--- src/rtl/dataram_arbiter_if.sv ---
// Bus bundle between the two requesters, the arbiter and the single-port DataRAM.
// master: requester/RAM side (drives requests and MemOut, receives acks and RAM controls).
// slave : arbiter side (receives requests and MemOut, drives acks, RdData and RAM controls).
interface dataram_arbiter_if #(
  parameter int unsigned ADDR_W = 8,
  parameter int unsigned DATA_W = 8
);
  logic              Req0;
  logic              Req1;
  logic              We0;
  logic              We1;
  logic              Lock0;
  logic              Lock1;
  logic [ADDR_W-1:0] Addr0;
  logic [ADDR_W-1:0] Addr1;
  logic [DATA_W-1:0] WData0;
  logic [DATA_W-1:0] WData1;
  logic              Ack0;
  logic              Ack1;
  logic [DATA_W-1:0] RdData;
  logic [ADDR_W-1:0] MemAddr;
  logic              MemWrite;
  logic [DATA_W-1:0] MemWriteData;
  logic [DATA_W-1:0] MemOut;

  modport master (
    output Req0, Req1, We0, We1, Lock0, Lock1, Addr0, Addr1, WData0, WData1, MemOut,
    input  Ack0, Ack1, RdData, MemAddr, MemWrite, MemWriteData
  );

  modport slave (
    input  Req0, Req1, We0, We1, Lock0, Lock1, Addr0, Addr1, WData0, WData1, MemOut,
    output Ack0, Ack1, RdData, MemAddr, MemWrite, MemWriteData
  );
endinterface

--- src/rtl/dataram_arbiter.sv ---
// Round-robin two-port arbiter in front of the single-port DataRAM.
// Port 0 = core load/store unit, port 1 = loader/debug DMA.
// Ports: CLK, Reset (sync, active-high), bus (slave modport: per-port Req/We/Lock/Addr/WData
// in, Ack/RdData out, plus MemAddr/MemWrite/MemWriteData to the RAM and MemOut from it).
// One transaction takes IDLE -> ACCESS -> RESP; Ack pulses in RESP. A port may hold the RAM
// for up to MAX_LOCK consecutive transactions via its Lock input.
module dataram_arbiter #(
  parameter int unsigned ADDR_W   = 8,
  parameter int unsigned DATA_W   = 8,
  parameter int unsigned MAX_LOCK = 4
) (
  input  logic                 CLK,
  input  logic                 Reset,
  dataram_arbiter_if.slave     bus
);

  localparam int unsigned CNT_W = (MAX_LOCK < 2) ? 1 : $clog2(MAX_LOCK);

  typedef enum logic [1:0] {
    S_IDLE   = 2'd0,
    S_ACCESS = 2'd1,
    S_RESP   = 2'd2
  } state_e;

  state_e              state_q,      state_d;
  logic                last_grant_q, last_grant_d;
  logic                lock_valid_q, lock_valid_d;
  logic                lock_owner_q, lock_owner_d;
  logic [CNT_W-1:0]    lock_cnt_q,   lock_cnt_d;
  logic                winner_q,     winner_d;
  logic                we_q,         we_d;
  logic [ADDR_W-1:0]   mem_addr_q,   mem_addr_d;
  logic [DATA_W-1:0]   mem_wdata_q,  mem_wdata_d;
  logic [DATA_W-1:0]   rd_data_q,    rd_data_d;
  logic [1:0]          ack_q,        ack_d;

  logic [1:0]          req;
  logic [1:0]          lock_in;
  logic                grant;
  logic                win;
  logic                mem_write_c;

  assign req     = {bus.Req1,  bus.Req0};
  assign lock_in = {bus.Lock1, bus.Lock0};

  // State register and all registered outputs.
  always_ff @(posedge CLK) begin
    if (Reset) begin
      state_q      <= S_IDLE;
      last_grant_q <= 1'b1;
      lock_valid_q <= 1'b0;
      lock_owner_q <= 1'b0;
      lock_cnt_q   <= '0;
      winner_q     <= 1'b0;
      we_q         <= 1'b0;
      mem_addr_q   <= '0;
      mem_wdata_q  <= '0;
      rd_data_q    <= '0;
      ack_q        <= '0;
    end else begin
      state_q      <= state_d;
      last_grant_q <= last_grant_d;
      lock_valid_q <= lock_valid_d;
      lock_owner_q <= lock_owner_d;
      lock_cnt_q   <= lock_cnt_d;
      winner_q     <= winner_d;
      we_q         <= we_d;
      mem_addr_q   <= mem_addr_d;
      mem_wdata_q  <= mem_wdata_d;
      rd_data_q    <= rd_data_d;
      ack_q        <= ack_d;
    end
  end

  // Next-state, arbitration and lock bookkeeping.
  always_comb begin
    state_d      = state_q;
    last_grant_d = last_grant_q;
    lock_valid_d = lock_valid_q;
    lock_owner_d = lock_owner_q;
    lock_cnt_d   = lock_cnt_q;
    winner_d     = winner_q;
    we_d         = we_q;
    mem_addr_d   = mem_addr_q;
    mem_wdata_d  = mem_wdata_q;
    rd_data_d    = rd_data_q;
    ack_d        = '0;
    grant        = 1'b0;
    win          = 1'b0;

    unique case (state_q)
      S_IDLE: begin
        // An idle lock owner must not starve the other port.
        if (lock_valid_q && !req[lock_owner_q]) begin
          lock_valid_d = 1'b0;
          lock_cnt_d   = '0;
        end

        if (lock_valid_q && req[lock_owner_q]) begin
          grant = 1'b1;
          win   = lock_owner_q;
        end else if (req[0] && req[1]) begin
          grant = 1'b1;
          win   = ~last_grant_q;
        end else if (req[0]) begin
          grant = 1'b1;
          win   = 1'b0;
        end else if (req[1]) begin
          grant = 1'b1;
          win   = 1'b1;
        end

        if (grant) begin
          winner_d     = win;
          we_d         = win ? bus.We1    : bus.We0;
          mem_addr_d   = win ? bus.Addr1  : bus.Addr0;
          mem_wdata_d  = win ? bus.WData1 : bus.WData0;
          last_grant_d = win;
          state_d      = S_ACCESS;
        end
      end

      S_ACCESS: begin
        if (!we_q) begin
          rd_data_d = bus.MemOut;
        end
        // Lock extends ownership only while under the consecutive-transaction limit.
        if (lock_in[winner_q] && (lock_cnt_q < CNT_W'(MAX_LOCK - 1))) begin
          lock_valid_d = 1'b1;
          lock_owner_d = winner_q;
          lock_cnt_d   = lock_cnt_q + CNT_W'(1);
        end else begin
          lock_valid_d = 1'b0;
          lock_cnt_d   = '0;
        end
        ack_d[winner_q] = 1'b1;
        state_d         = S_RESP;
      end

      S_RESP: begin
        state_d = S_IDLE;
      end

      default: begin
        state_d = S_IDLE;
      end
    endcase
  end

  // Write strobe is combinational so Reset can suppress a write on the reset edge.
  assign mem_write_c = (state_q == S_ACCESS) && we_q && !Reset;

  assign bus.MemWrite     = mem_write_c;
  assign bus.MemAddr      = mem_addr_q;
  assign bus.MemWriteData = mem_wdata_q;
  assign bus.RdData       = rd_data_q;
  assign bus.Ack0         = ack_q[0];
  assign bus.Ack1         = ack_q[1];

endmodule

--- src/flat_wrapper.sv ---
// flat-port wrapper written by rule: the top's interface ports become plain ports
module dataram_arbiter_flat 
#(
  parameter int unsigned ADDR_W   = 8,
  parameter int unsigned DATA_W   = 8,
  parameter int unsigned MAX_LOCK = 4
)
  (CLK, Reset, bus_Req0, bus_Req1, bus_We0, bus_We1, bus_Lock0, bus_Lock1, bus_Addr0, bus_Addr1, bus_WData0, bus_WData1, bus_MemOut, bus_Ack0, bus_Ack1, bus_RdData, bus_MemAddr, bus_MemWrite, bus_MemWriteData);
  dataram_arbiter_if #(.ADDR_W(ADDR_W), .DATA_W(DATA_W)) bus_i ();
  input  logic CLK;
  input  logic Reset;
  input wire logic [$bits(bus_i.Req0)-1:0] bus_Req0;
  input wire logic [$bits(bus_i.Req1)-1:0] bus_Req1;
  input wire logic [$bits(bus_i.We0)-1:0] bus_We0;
  input wire logic [$bits(bus_i.We1)-1:0] bus_We1;
  input wire logic [$bits(bus_i.Lock0)-1:0] bus_Lock0;
  input wire logic [$bits(bus_i.Lock1)-1:0] bus_Lock1;
  input wire logic [$bits(bus_i.Addr0)-1:0] bus_Addr0;
  input wire logic [$bits(bus_i.Addr1)-1:0] bus_Addr1;
  input wire logic [$bits(bus_i.WData0)-1:0] bus_WData0;
  input wire logic [$bits(bus_i.WData1)-1:0] bus_WData1;
  input wire logic [$bits(bus_i.MemOut)-1:0] bus_MemOut;
  output wire logic [$bits(bus_i.Ack0)-1:0] bus_Ack0;
  output wire logic [$bits(bus_i.Ack1)-1:0] bus_Ack1;
  output wire logic [$bits(bus_i.RdData)-1:0] bus_RdData;
  output wire logic [$bits(bus_i.MemAddr)-1:0] bus_MemAddr;
  output wire logic [$bits(bus_i.MemWrite)-1:0] bus_MemWrite;
  output wire logic [$bits(bus_i.MemWriteData)-1:0] bus_MemWriteData;
  assign bus_i.Req0 = bus_Req0;
  assign bus_i.Req1 = bus_Req1;
  assign bus_i.We0 = bus_We0;
  assign bus_i.We1 = bus_We1;
  assign bus_i.Lock0 = bus_Lock0;
  assign bus_i.Lock1 = bus_Lock1;
  assign bus_i.Addr0 = bus_Addr0;
  assign bus_i.Addr1 = bus_Addr1;
  assign bus_i.WData0 = bus_WData0;
  assign bus_i.WData1 = bus_WData1;
  assign bus_i.MemOut = bus_MemOut;
  assign bus_Ack0 = bus_i.Ack0;
  assign bus_Ack1 = bus_i.Ack1;
  assign bus_RdData = bus_i.RdData;
  assign bus_MemAddr = bus_i.MemAddr;
  assign bus_MemWrite = bus_i.MemWrite;
  assign bus_MemWriteData = bus_i.MemWriteData;
  dataram_arbiter #(.ADDR_W(ADDR_W), .DATA_W(DATA_W), .MAX_LOCK(MAX_LOCK)) u_core (.CLK(CLK), .Reset(Reset), .bus(bus_i));
endmodule
--- config.mk ---
export PLATFORM = sky130hd
export DESIGN_NAME = dataram_arbiter_flat
export DESIGN_NICKNAME = d
export VERILOG_FILES = /design/src/rtl/dataram_arbiter_if.sv /design/src/rtl/dataram_arbiter.sv /design/src/flat_wrapper.sv
export SDC_FILE = /design/constraint.sdc
export NUM_CORES = 1
export LEC_CHECK = 0
export CAP_MARGIN = 40
export CELL_PAD_IN_SITES_DETAIL_PLACEMENT = 0
export CELL_PAD_IN_SITES_GLOBAL_PLACEMENT = 1
export CORE_UTILIZATION = 30
export DETAILED_ROUTE_END_ITERATION = 8
export PLACE_DENSITY = 0.89
export SLEW_MARGIN = 20
export SYNTH_ARGS = -nofsm -noshare
export SYNTH_HDL_FRONTEND = slang
export SYNTH_SLANG_ARGS = --single-unit
--- constraint.sdc ---
create_clock -name CLK -period 3.1 [get_ports CLK]
set_input_delay 0.31 -clock CLK [delete_from_list [all_inputs] [get_ports CLK]]
set_output_delay 0.31 -clock CLK [all_outputs]
set_load 0.01 [all_outputs]
## Yosys cells after proc, flatten, opt, wreduce, memory -nomap -nowiden

Index checks and enable logic that the tools add are counted.

| word-level totals | value |
|---|---|
| flip-flop bits (word level) | 35 |
| memory bits (writable) | 0 |
| memories kept | 0 |
| output and inout port bits | 27 |
| bits in latches | 0 |
| logic and storage cells | 64 |
| bits in read-only memories | 0 |
| bits of input ports | 48 |

| cells by class | value |
|---|---|
| muxes and demuxes | 26 |
| $lt $le $gt $ge | 4 |
| $mul | 0 |
| divide/modulo/power cells | 0 |
| reductions and logical operators | 16 |
| shift operators | 0 |
| equality and inequality tests | 3 |
| add/sub/neg operators | 1 |
| bitwise logic cells | 3 |

Operators by type and width:

| operator | count |
|---|---|
| 1-bit 2-to-1 mux | 17 |
| 8-bit 2-to-1 mux | 2 |
| 2-bit case mux with 2 select lines | 2 |
| 2-bit AND reduction | 4 |
| 1-bit logical AND | 7 |
| 2-bit 2-to-1 mux | 3 |
| 1-bit by 2-bit < comparator with 1-bit output, second input constant | 2 |
| 2-bit by 1-bit inequality test with 1-bit output, second input constant | 2 |
| 1-bit inverter | 3 |
| 2-bit by 1-bit adder with 2-bit output, second input constant | 1 |
| 2-bit by 1-bit equality test with 1-bit output, second input constant | 1 |
| 1-bit zero test | 2 |
| 2-bit zero test | 1 |
| 2-bit < comparator, second input constant | 1 |
| 1-bit case mux with 2 select lines | 1 |
| 2-bit nonzero test | 1 |
| 2-bit OR reduction | 1 |
| 1-bit demux with 1-bit select | 1 |
| 1-bit >= comparator, second input constant | 1 |

## Depth between registers and ports, before layout

| depth | value |
|---|---|
| depth in word-level cells | 7 |
| mapped depth | 6 |
| depth with buffers taken out | 4 |

## Least setup slack after synthesis

OpenSTA, ideal clock, no wires.

| timing path | value |
|---|---|
| kind | flip-flop to output port |
| from | reg u_core.state_q[1] |
| to | out bus_MemWrite |
| path buffers | 2 |
| data required time | 2790 ps |
| arrival | 1028 ps |
| stages on the path, launching flop included | 5 |
| path slack | 1762 ps |
| cells stage by stage | dfxtp_1 nand2b_1 buf_2 buf_2 nor3_1 |

| between the ends | value |
|---|---|
| word-level cells in the longest chain between the ends | 3 |

RTL lines:

| what | line | source |
|---|---|---|
| start: declaration | dataram_arbiter.sv:25 | `state_e state_q, state_d;` |
| start signal: assignment | dataram_arbiter.sv:61 | `state_q <= state_d;` |
| 2-bit by 1-bit equality test with 1-bit output | dataram_arbiter.sv:151 | `assign mem_write_c = (state_q == S_ACCESS) && we_q && !Reset;` |
| 1-bit logical AND (2 in series) | dataram_arbiter.sv:151 |  |
| end: declaration | flat_wrapper.sv:27 | `output wire logic [$bits(bus_i.MemWrite)-1:0] bus_MemWrite;` |

No other way between the ends.

## Worst setup path in the final report

Same ends and word-level chain as after synthesis.

==> metrics <==
run status complete, no violations; Chip Height 72.2 um; antenna violations before repair 0; Final nets 279; number of instances in the synthesized netlist 160; Crit Path Class register to output pin; via count of the routed design 1,385; number of pins exceeding their max-slew limit in the final report 0; dominant cells by area after synthesis sky130_fd_sc_hd__dfxtp_1 (47%), sky130_fd_sc_hd__a21oi_1 (9.8%), sky130_fd_sc_hd__o221a_1 (6.9%); DRT iter0 DRCs 47; sequential-to-total area share from yosys stat 0.475; Detail Route Antenna Nets 0; Starting Density 0.313; clock buffer count from CTS 5; number of maximum-capacitance constraint violations 0; Syn Area/Cell 9.23 um^2; leakage dissipation 0.850 nW; signed area change from the synthesized netlist to the final layout 57.6%; met1 Track Usage GR 0.189; Synth top area share 0.475; pwr dens 493 mW/mm^2; total number of yosys warnings 0; commonest register cell after synthesis sky130_fd_sc_hd__dfxtp_1; cell-internal power 0.000849 W; classification of the worst-slack hold path register to register; Worst setup SP type register; number of clock sinks 35; transition time at the pin with the least slew margin 777 ps; H-tree Lvls 2; final-report setup violation count 0; wire length of the first global-routing pass 5820 um; largest net degree at the start of global routing 35; clock latency at the later pin of the worst-skew pair 280 ps; endpoint kind of the worst setup timing path output pin; final critical-path required period 2190 ps; slew margin rel. 0.482; number of storage elements in the synthesis netlist 35; proportion of register bits with asynchronous set or reset after synthesis 0; maximum ir drop on the vdd rail 0.000278 V; synth unique cells 32; antenna diode count 0; net switching power of the design 0.000299 W; final hold viol count 0; final clock skew 4.70 ps; clk slew on worst S/H paths 70 ps; EDFF count, synth 0; Gates resized, CTS repair 0; fin crit share 0.705; grt met2 use 0.219; number of rows in the core area 25; core utilization of the finished layout 0.493; top cell types by occurrence after synthesis sky130_fd_sc_hd__dfxtp_1 (35), sky130_fd_sc_hd__a21oi_1 (29), sky130_fd_sc_hd__inv_1 (17), sky130_fd_sc_hd__nand2_1 (11), sky130_fd_sc_hd__o221a_1 (9); number of port buffers 74; Global Route met3 Usage 0.0417; area of the placeable core 0.00472 mm^2; area enclosed by the die boundary 0.00521 mm^2; DR vias/cell 4.65; Global Route Usage Sum 0.142; Combinational Power Share 0.231; fmax 458 MHz; required time at the worst-slack endpoint 2790 ps; cell at the root of the clock tree sky130_fd_sc_hd__clkbuf_8; share of power burned in the clock network 0.319; arrival time reported for the critical path endpoint 1880 ps; most common cell in the netlist sky130_fd_sc_hd__dfxtp_1; Final Wtd Congestion 0.685; nets in the synthesized netlist 209; maximum clock path buffer count 2; number of iterations in the first detailed-routing pass 4; sequential cell fraction of total power 0.450; biggest area consumer among synthesized cells sky130_fd_sc_hd__dfxtp_1; Boundary Pins 75; hold buffers post-CTS 0; placed wire-length estimate after detailed placement 2500 um; chip width 72.2 um; Routed wire per std cell 12.2 um; number of buffers added for setup after CTS 0; total congestion overflow 0; aggregate routed wire length 3640 um; setup repair after global routing missed its margin false; post-synth design cell area 0.00148 mm^2; fraction of final layout cells sized beyond drive strength 1 0.0952; CTS tree built; Remaining DRCs 0; switching part of the total 0.260; accumulated negative setup slack 0 ps; largest driver fanout on the critical path 17; busiest grt layer met2; Hold Path Stages 2; total of fill cells in the finished design 447; number of cell instances on the worst register-to-register path 3; number of global-route vias before repair 1,256
[power by group through the flow]
stage                     registers (W)  logic [W]  clock network, W
final                          0.000517   0.000265          0.000366
after global routing           0.000522   0.000291          0.000398
after CTS                      0.000517   0.000269          0.000377
after detailed placement       0.000526   0.000268                 0
after global placement         0.000526   0.000266                 0
after floorplan                0.000536   0.000122                 0
[cell families (layout without fill, tap and decap cells)]
logic type,count (synthesis),after routing,share of synthesized area
AOI/OAI and AO/OA,60,60,0.289
adders and majority gates,1,1,0.00847
buffers and inverters,29,100,0.101
DFF,35,35,0.475
muxes,2,2,0.0136
and+or+nand+nor,33,33,0.114
[stage by stage]
step                      power (W)  std cells  hold slack, ps  setup slack, ps  area (um^2)
final                       0.00115        298             478              915         2330
after global routing        0.00121        298             499              714         2330
after CTS                   0.00116        298             479              872         2330
after detailed placement   0.000794        290             468             1170         2220
after global placement     0.000792        290             464             1150         2220
after floorplan            0.000659        160             446             1760         1480
[routing by layer]
layer  part of all wire  up-vias
li1                   -      701
met1               0.46      633
met2               0.47       46
met3              0.065        5
met4              0.011        0
met5                  0        -
[cell usage in the layout, fill, tap and decap left out, types with 2 or more instances in the layout]
master and instances:
sky130_fd_sc_hd__o221a_1 9, sky130_fd_sc_hd__nand2_1 11, sky130_fd_sc_hd__inv_1 17, sky130_fd_sc_hd__clkbuf_8 7, sky130_fd_sc_hd__a21oi_1 29, sky130_fd_sc_hd__nor2_1 6
sky130_fd_sc_hd__nand2b_1 5, sky130_fd_sc_hd__o21ai_0 8, sky130_fd_sc_hd__o221a_2 8, sky130_fd_sc_hd__clkdlybuf4s50_1 74, sky130_fd_sc_hd__nor3_1 3, sky130_fd_sc_hd__dfxtp_1 35
sky130_fd_sc_hd__mux2i_1 2
[layout make-up]
type	instances	area (um^2)	share of cell area
Timing Repair Buffer	75	748	0.322
Clock inverter	1	7.51	0.00323
Inverter	17	63.8	0.0274
Multi-Input combinational cell	96	627	0.269
Tap cell	67	83.8	0.0360
Clock buffer	7	96.3	0.0414
Sequential cell	35	701	0.301
[sequential cells by signal, summed over array words and instances, names as in the netlist]
name and count:
u_core.bus.MemWriteData 8, u_core.ack_q 2, u_core.lock_cnt_q 2, u_core.lock_owner_q 1, u_core.lock_valid_q 1, u_core.bus.MemAddr 8, u_core.we_q 1, u_core.last_grant_q 1
u_core.state_q 2, u_core.bus.RdData 8, u_core.winner_q 1
[critical path, stage by stage (launching register included)]
cell and delay [ps]:
sky130_fd_sc_hd__dfxtp_1 350, sky130_fd_sc_hd__nand2b_1 410, sky130_fd_sc_hd__nor3_1 250, sky130_fd_sc_hd__clkdlybuf4s50_1 590
[path summary, 6_finish.rpt]
check	to	startpoint	slack, ps
hold / removal	u_core.bus.RdData[1]	u_core.bus.RdData[1]	480
hold reg to reg	u_core.bus.RdData[1]	u_core.bus.RdData[1]	480
setup reg to reg	u_core.bus.MemAddr[5]	u_core.lock_owner_q	1610
setup / recovery	bus_MemWrite	u_core.state_q[1]	910
No activity file was read; power rests on OpenSTA's default activity.
